### config.mk
export PLATFORM = sky130hd
export DESIGN_NAME = mem_request_unit_flat
export DESIGN_NICKNAME = d
export VERILOG_FILES = /design/src/rtl/mem_request_unit_if.sv /design/src/rtl/mem_request_unit.sv /design/src/flat_wrapper.sv
export SDC_FILE = /design/constraint.sdc
export NUM_CORES = 1
export LEC_CHECK = 0
export ABC_AREA = 1
export ABC_CLOCK_PERIOD_IN_PS = 2900
export CELL_PAD_IN_SITES_DETAIL_PLACEMENT = 1
export CELL_PAD_IN_SITES_GLOBAL_PLACEMENT = 1
export CORE_MARGIN = 2
export CORE_UTILIZATION = 33
export CTS_CLUSTER_DIAMETER = 60
export CTS_CLUSTER_SIZE = 24
export DETAILED_ROUTE_END_ITERATION = 10
export GPL_ROUTABILITY_DRIVEN = 0
export GPL_TIMING_DRIVEN = 1
export PLACE_DENSITY_LB_ADDON = 0.1
export SLEW_MARGIN = 10
export SYNTH_ARGS = -nofsm -noshare
export SYNTH_HDL_FRONTEND = slang
export SYNTH_SLANG_ARGS = --single-unit
### constraint.sdc
create_clock -name clk -period 2.9 [get_ports clk]
set_input_delay 0.58 -clock clk [delete_from_list [all_inputs] [get_ports clk]]
set_output_delay 0.58 -clock clk [all_outputs]
set_load 0.02 [all_outputs]
### src/rtl/mem_request_unit_if.sv
// Requester and shared-RAM signal bundle for mem_request_unit.
// slave is the unit's view; master is the requester/RAM environment's view.
interface mem_request_unit_if #(
    parameter int unsigned ADDR_W = 32,
    parameter int unsigned DATA_W = 32
);
    logic              i_req;
    logic [ADDR_W-1:0] i_addr;
    logic [DATA_W-1:0] i_rdata;
    logic              i_ready;

    logic              d_ren;
    logic              d_wen;
    logic [ADDR_W-1:0] d_addr;
    logic [DATA_W-1:0] d_wdata;
    logic [DATA_W-1:0] d_rdata;
    logic              d_ready;

    logic [ADDR_W-1:0] ram_addr;
    logic [DATA_W-1:0] ram_wdata;
    logic              ram_ren;
    logic              ram_wen;
    logic [DATA_W-1:0] ram_rdata;
    logic              ram_ack;

    logic              err;

    modport slave (
        input  i_req, i_addr, d_ren, d_wen, d_addr, d_wdata, ram_rdata, ram_ack,
        output i_rdata, i_ready, d_rdata, d_ready,
               ram_addr, ram_wdata, ram_ren, ram_wen, err
    );

    modport master (
        output i_req, i_addr, d_ren, d_wen, d_addr, d_wdata, ram_rdata, ram_ack,
        input  i_rdata, i_ready, d_rdata, d_ready,
               ram_addr, ram_wdata, ram_ren, ram_wen, err
    );
endinterface

### src/rtl/mem_request_unit.sv
// Arbitrates instruction fetch and data accesses onto one shared RAM port.
// Data wins over fetch; unacknowledged accesses abort after WAIT_LIMIT cycles.
module mem_request_unit #(
    parameter int unsigned ADDR_W     = 32,
    parameter int unsigned DATA_W     = 32,
    parameter int unsigned WAIT_LIMIT = 16
) (
    input  logic              clk,
    input  logic              nrst,
    mem_request_unit_if.slave bus
);
    localparam int unsigned       WAIT_W    = (WAIT_LIMIT > 1) ? $clog2(WAIT_LIMIT) : 1;
    localparam logic [WAIT_W-1:0] WAIT_LAST = WAIT_W'(WAIT_LIMIT - 1);

    typedef enum logic [1:0] {IDLE, FETCH, DATA, RESP} state_t;

    state_t            state_q;
    logic [ADDR_W-1:0] addr_q;
    logic [DATA_W-1:0] wdata_q;
    logic              ren_q;
    logic              wen_q;
    logic              bad_q;
    logic [DATA_W-1:0] i_rdata_q;
    logic [DATA_W-1:0] d_rdata_q;
    logic              i_ready_q;
    logic              d_ready_q;
    logic              err_q;
    logic [WAIT_W-1:0] wait_q;
    logic              timeout_hit;

    // The last unacked cycle of the budget aborts instead of counting on.
    assign timeout_hit = (WAIT_LIMIT != 0) && (wait_q == WAIT_LAST);

    always_ff @(posedge clk or negedge nrst) begin
        if (!nrst) begin
            state_q   <= IDLE;
            addr_q    <= '0;
            wdata_q   <= '0;
            ren_q     <= 1'b0;
            wen_q     <= 1'b0;
            bad_q     <= 1'b0;
            i_rdata_q <= '0;
            d_rdata_q <= '0;
            i_ready_q <= 1'b0;
            d_ready_q <= 1'b0;
            err_q     <= 1'b0;
            wait_q    <= '0;
        end else begin
            i_ready_q <= 1'b0;
            d_ready_q <= 1'b0;
            err_q     <= 1'b0;
            case (state_q)
                IDLE: begin
                    if (bus.d_wen || bus.d_ren) begin
                        state_q <= DATA;
                        addr_q  <= bus.d_addr;
                        wdata_q <= bus.d_wdata;
                        wen_q   <= bus.d_wen;
                        ren_q   <= !bus.d_wen;
                        bad_q   <= bus.d_wen && bus.d_ren;
                        wait_q  <= '0;
                    end else if (bus.i_req) begin
                        state_q <= FETCH;
                        addr_q  <= bus.i_addr;
                        wen_q   <= 1'b0;
                        ren_q   <= 1'b1;
                        bad_q   <= 1'b0;
                        wait_q  <= '0;
                    end
                end
                FETCH, DATA: begin
                    if (bus.ram_ack || timeout_hit) begin
                        state_q <= RESP;
                        ren_q   <= 1'b0;
                        wen_q   <= 1'b0;
                        err_q   <= bad_q || !bus.ram_ack;
                        if (state_q == DATA) begin
                            d_ready_q <= 1'b1;
                            if (ren_q) d_rdata_q <= bus.ram_ack ? bus.ram_rdata : '0;
                        end else begin
                            i_ready_q <= 1'b1;
                            i_rdata_q <= bus.ram_ack ? bus.ram_rdata : '0;
                        end
                    end else begin
                        wait_q <= wait_q + WAIT_W'(1);
                    end
                end
                RESP:    state_q <= IDLE;
                default: state_q <= IDLE;
            endcase
        end
    end

    assign bus.ram_addr  = addr_q;
    assign bus.ram_wdata = wdata_q;
    assign bus.ram_ren   = ren_q;
    assign bus.ram_wen   = wen_q;
    assign bus.i_rdata   = i_rdata_q;
    assign bus.i_ready   = i_ready_q;
    assign bus.d_rdata   = d_rdata_q;
    assign bus.d_ready   = d_ready_q;
    assign bus.err       = err_q;
endmodule

### src/flat_wrapper.sv
// flat-port wrapper written by rule: the top's interface ports become plain ports
module mem_request_unit_flat 
#(
    parameter int unsigned ADDR_W     = 32,
    parameter int unsigned DATA_W     = 32,
    parameter int unsigned WAIT_LIMIT = 16
)
  (clk, nrst, bus_i_req, bus_i_addr, bus_d_ren, bus_d_wen, bus_d_addr, bus_d_wdata, bus_ram_rdata, bus_ram_ack, bus_i_rdata, bus_i_ready, bus_d_rdata, bus_d_ready, bus_ram_addr, bus_ram_wdata, bus_ram_ren, bus_ram_wen, bus_err);
  mem_request_unit_if #(.ADDR_W(ADDR_W), .DATA_W(DATA_W)) bus_i ();
  input  logic clk;
  input  logic nrst;
  input wire logic [$bits(bus_i.i_req)-1:0] bus_i_req;
  input wire logic [$bits(bus_i.i_addr)-1:0] bus_i_addr;
  input wire logic [$bits(bus_i.d_ren)-1:0] bus_d_ren;
  input wire logic [$bits(bus_i.d_wen)-1:0] bus_d_wen;
  input wire logic [$bits(bus_i.d_addr)-1:0] bus_d_addr;
  input wire logic [$bits(bus_i.d_wdata)-1:0] bus_d_wdata;
  input wire logic [$bits(bus_i.ram_rdata)-1:0] bus_ram_rdata;
  input wire logic [$bits(bus_i.ram_ack)-1:0] bus_ram_ack;
  output wire logic [$bits(bus_i.i_rdata)-1:0] bus_i_rdata;
  output wire logic [$bits(bus_i.i_ready)-1:0] bus_i_ready;
  output wire logic [$bits(bus_i.d_rdata)-1:0] bus_d_rdata;
  output wire logic [$bits(bus_i.d_ready)-1:0] bus_d_ready;
  output wire logic [$bits(bus_i.ram_addr)-1:0] bus_ram_addr;
  output wire logic [$bits(bus_i.ram_wdata)-1:0] bus_ram_wdata;
  output wire logic [$bits(bus_i.ram_ren)-1:0] bus_ram_ren;
  output wire logic [$bits(bus_i.ram_wen)-1:0] bus_ram_wen;
  output wire logic [$bits(bus_i.err)-1:0] bus_err;
  assign bus_i.i_req = bus_i_req;
  assign bus_i.i_addr = bus_i_addr;
  assign bus_i.d_ren = bus_d_ren;
  assign bus_i.d_wen = bus_d_wen;
  assign bus_i.d_addr = bus_d_addr;
  assign bus_i.d_wdata = bus_d_wdata;
  assign bus_i.ram_rdata = bus_ram_rdata;
  assign bus_i.ram_ack = bus_ram_ack;
  assign bus_i_rdata = bus_i.i_rdata;
  assign bus_i_ready = bus_i.i_ready;
  assign bus_d_rdata = bus_i.d_rdata;
  assign bus_d_ready = bus_i.d_ready;
  assign bus_ram_addr = bus_i.ram_addr;
  assign bus_ram_wdata = bus_i.ram_wdata;
  assign bus_ram_ren = bus_i.ram_ren;
  assign bus_ram_wen = bus_i.ram_wen;
  assign bus_err = bus_i.err;
  mem_request_unit #(.ADDR_W(ADDR_W), .DATA_W(DATA_W), .WAIT_LIMIT(WAIT_LIMIT)) u_core (.clk(clk), .nrst(nrst), .bus(bus_i));
endmodule
==> key figures <==
Status
  • Outcome: completed

Die
  • Die Ht: 138 µm
  • I/O pin count: 267
  • Die Width: around 140 µm
  • Core ar.: 17800 µm²
  • Row count: between 40 and 50
  • Initial Util: between 30% and 40%
  • Full die area: ~19000 µm²

Power
  • Worst VDD drop: 520 µV
  • Pwr Total: ~11 mW
  • Leakage: roughly 4.3 nW
  • P per Cell Area: roughly 1200 nW/µm²

Worst setup path
  • Critical path fanouts, max: 3
  • Worst-path cell with the longest stage delay: clkdlybuf4s50_1
  • Crit-path cells: clkdlybuf4s50_1
  • Slowest stage delay, CP: 670 ps
  • CP top delay family: buffers and inverters
  • Crit path buffers/inverters: 1
  • Data arrival, critical path: 1530 ps
  • Critical Path End Type: primary output
  • Critical Path RT: approximately 2300 ps
  • WS Path Type: register to primary output
  • Worst setup SP type: register

Yosys
  • Post-Synthesis Cells: 637
  • XOR/XNOR Fraction of Synth Area: less than 1%
  • Register area share after synthesis: about three fifths
  • Mux contribution to synthesized area: 0%
  • Post-Synth Simple-Gate Area: between 20% and 30%
  • Synth Net Count: 776
  • Yosys reg bits: between 100 and 150
  • Syn. warnings: 0
  • Synth Area in Adders: 1.05%
  • Combinational family with the most area after synthesis: simple AND/OR/NAND/NOR gates
  • Avg Inst Size Synth: 9.33 µm²
  • Synth Cell Area: 5940 µm²
  • Synth Area in Compound Gates: a little over a tenth
  • Number of distinct library cells after synthesis: 27

Timing
  • Setup TNS: 0 ps
  • Hold slack: 156 ps
  • Final hold vios: 0
  • Setup Viol. Count Final: 0
  • Final min period: roughly 2100 ps
  • Fin crit share: 72.8%
  • RSZ-0062 raised after global routing: no
  • Max-slew violations: 0
  • Rel. slew slack: 36.1%
  • Clk_skew: 8.67 ps
  • FMAX: 473 MHz
  • Slew @ Worst Pin: between 900 and 1000 ps
  • Min setup slack post-route: 787 ps

Layout
  • Share of cells above drive strength 1: 10.2%
  • Commonest cells after routing, fill and taps aside: clkdlybuf4s50_1 (265), nand2_1 (247), dfrtp_1 (140)
  • Multi-input logic area: ~2100 µm²
  • Area Growth Syn to Fin: 57.6%
  • Commonest non-fill, non-tap cell in the layout: clkdlybuf4s50_1
  • FF/Latch Area: ~3500 µm²
  • Fillcell total: 1975
  • # nets final: just over 1000
  • Fin cells: 1136

Global route
  • Largest net degree at the start of global routing: 66
  • Grt total ovfl: 0
  • Number of global-route vias before repair: approximately 6000
  • Initial antenna violation count: 1
  • GRT Util Overall: 20.8%
  • First-pass GRT wire length: 31700 µm

Run
  • Max cap viols: 0

CTS
  • Post-CTS Resized: 0
  • Clk sinks: 140
  • Clk buf depth: 2
  • Clk slew on worst S/H paths: 60 ps
  • Clk Latency, worst-skew pair: 410 ps
  • CTS tree: done
  • CTS Buf Count: 17
  • Post-CTS Setup Bufs: 0
  • H-tree depth: 4
  • CTS Root Cell: clkbuf_16
  • Hold-fix buffers, CTS: 0

Hold path
  • Worst hold path class: primary input to asynchronous set/reset pin

Route
  • Post-route ant nets: 0
  • Pre-antenna DRT Iters: 4
  • DRT iter0 DRCs: 190
  • DR vias: about 5500
  • Final wirelength: 19500 µm
  • WL per Instance: 17.2 µm
  • Vias/cell: slightly below 5
  • Number of remaining DRC errors: 0

Place
  • Cell count after placement: 1103
  • DP Worst Slack: around 550 ps
  • HPWL reported at the end of detailed placement: 13800 µm
  • Port Buffers: 266
state kept, by name, summed over array words and instances, names as in the netlist, 2 cells and up:
| signal | flops |
|---|---|
| u_core.bus.ram_wdata | 32 |
| u_core.bus.ram_addr | 32 |
| u_core.wait_q | 4 |
| u_core.bus.i_rdata | 32 |
| u_core.bus.d_rdata | 32 |
| u_core.state_q | 2 |
through the flow:
| step | cell area [µm²] | util, % |
|---|---|---|
| final | 9360 | 52.5 |
| after global routing | 9360 | 52.5 |
| after CTS | 9360 | 52.5 |
| after detailed placement | 8750 | 49.1 |
| after global placement | 8750 | 49.1 |
| after floorplan | 5940 | - |
path summary, 6_finish.rpt:
kind | startpoint | endpoint | slack, ps | cells after the start
setup reg to reg | u_core.state_q[0] | u_core.bus.d_rdata[22] | 1010 | 5
max in group asynchronous | nrst | u_core.bus.ram_wen | 1940 | 2
min in group clk | u_core.bus.ram_wdata[6] | u_core.bus.ram_wdata[6] | 480 | 2
hold / removal | nrst | u_core.bus.d_rdata[25] | 160 | 1
hold reg to reg | u_core.bus.ram_wdata[6] | u_core.bus.ram_wdata[6] | 480 | 2
setup / recovery | u_core.bus.ram_ren | bus_ram_ren | 790 | 1
layer usage:
layer,global-route usage (%),up-vias,routed length (µm)
met5,0,-,0
met4,7.63,0,444
met3,6.65,24,1330
met2,34.3,190,9480
met1,25.8,2661,8280
li1,-,2579,-
area by class of cell:
| cell class | count | area share (%) |
|---|---|---|
| Antenna cell | 1 | 0.0267 |
| Clock buffer | 19 | 4.73 |
| Clock inverter | 13 | 1.75 |
| Inverter | 14 | 0.561 |
| Multi-Input combinational cell | 444 | 22.9 |
| Sequential cell | 140 | 37.4 |
| Tap cell | 229 | 3.06 |
| Timing Repair Buffer | 276 | 29.5 |
synth_stat cells:
cell / n / share of area (%)
a21oi_1: 1 / 0.084
buf_1: 3 / 0.19
buf_2: 16 / 1.3
buf_4: 4 / 0.51
buf_6: 7 / 1.3
clkbuf_1: 7 / 0.44
clkbuf_2: 2 / 0.17
dfrtp_1: 140 / 59
ha_1: 5 / 1.1
inv_1: 11 / 0.70
inv_2: 3 / 0.19
nand2_1: 247 / 16
nand2_2: 4 / 0.42
nand2_4: 1 / 0.19
nand3_1: 41 / 3.5
nand3_4: 1 / 0.29
nand3b_1: 2 / 0.25
nor2_1: 6 / 0.38
nor2_4: 1 / 0.19
o211ai_1: 23 / 2.9
o211ai_2: 9 / 1.9
o21ai_0: 36 / 3.0
o21ai_1: 33 / 2.8
or2_0: 1 / 0.11
or2_1: 1 / 0.11
or2_2: 31 / 3.3
xnor2_1: 1 / 0.15
where the power goes:
part           internal [mW]  switching, mW  leakage [nW]
combinational           2.29           2.95          2.23
clock                   1.38          0.856         0.282
sequential              2.90          0.544          1.77
total                   6.57           4.34          4.27
cells by family (layout without fill, tap and decap cells):
logic type,Yosys count,in the layout
and+or+nand+nor,336,336
DFF,140,140
AOI/OAI and AO/OA,102,102
buffers and inverters,53,322
adders and majority gates,5,5
xor gates and xnor gates,1,1
other,0,1
Power figures use the tool's default switching activity.
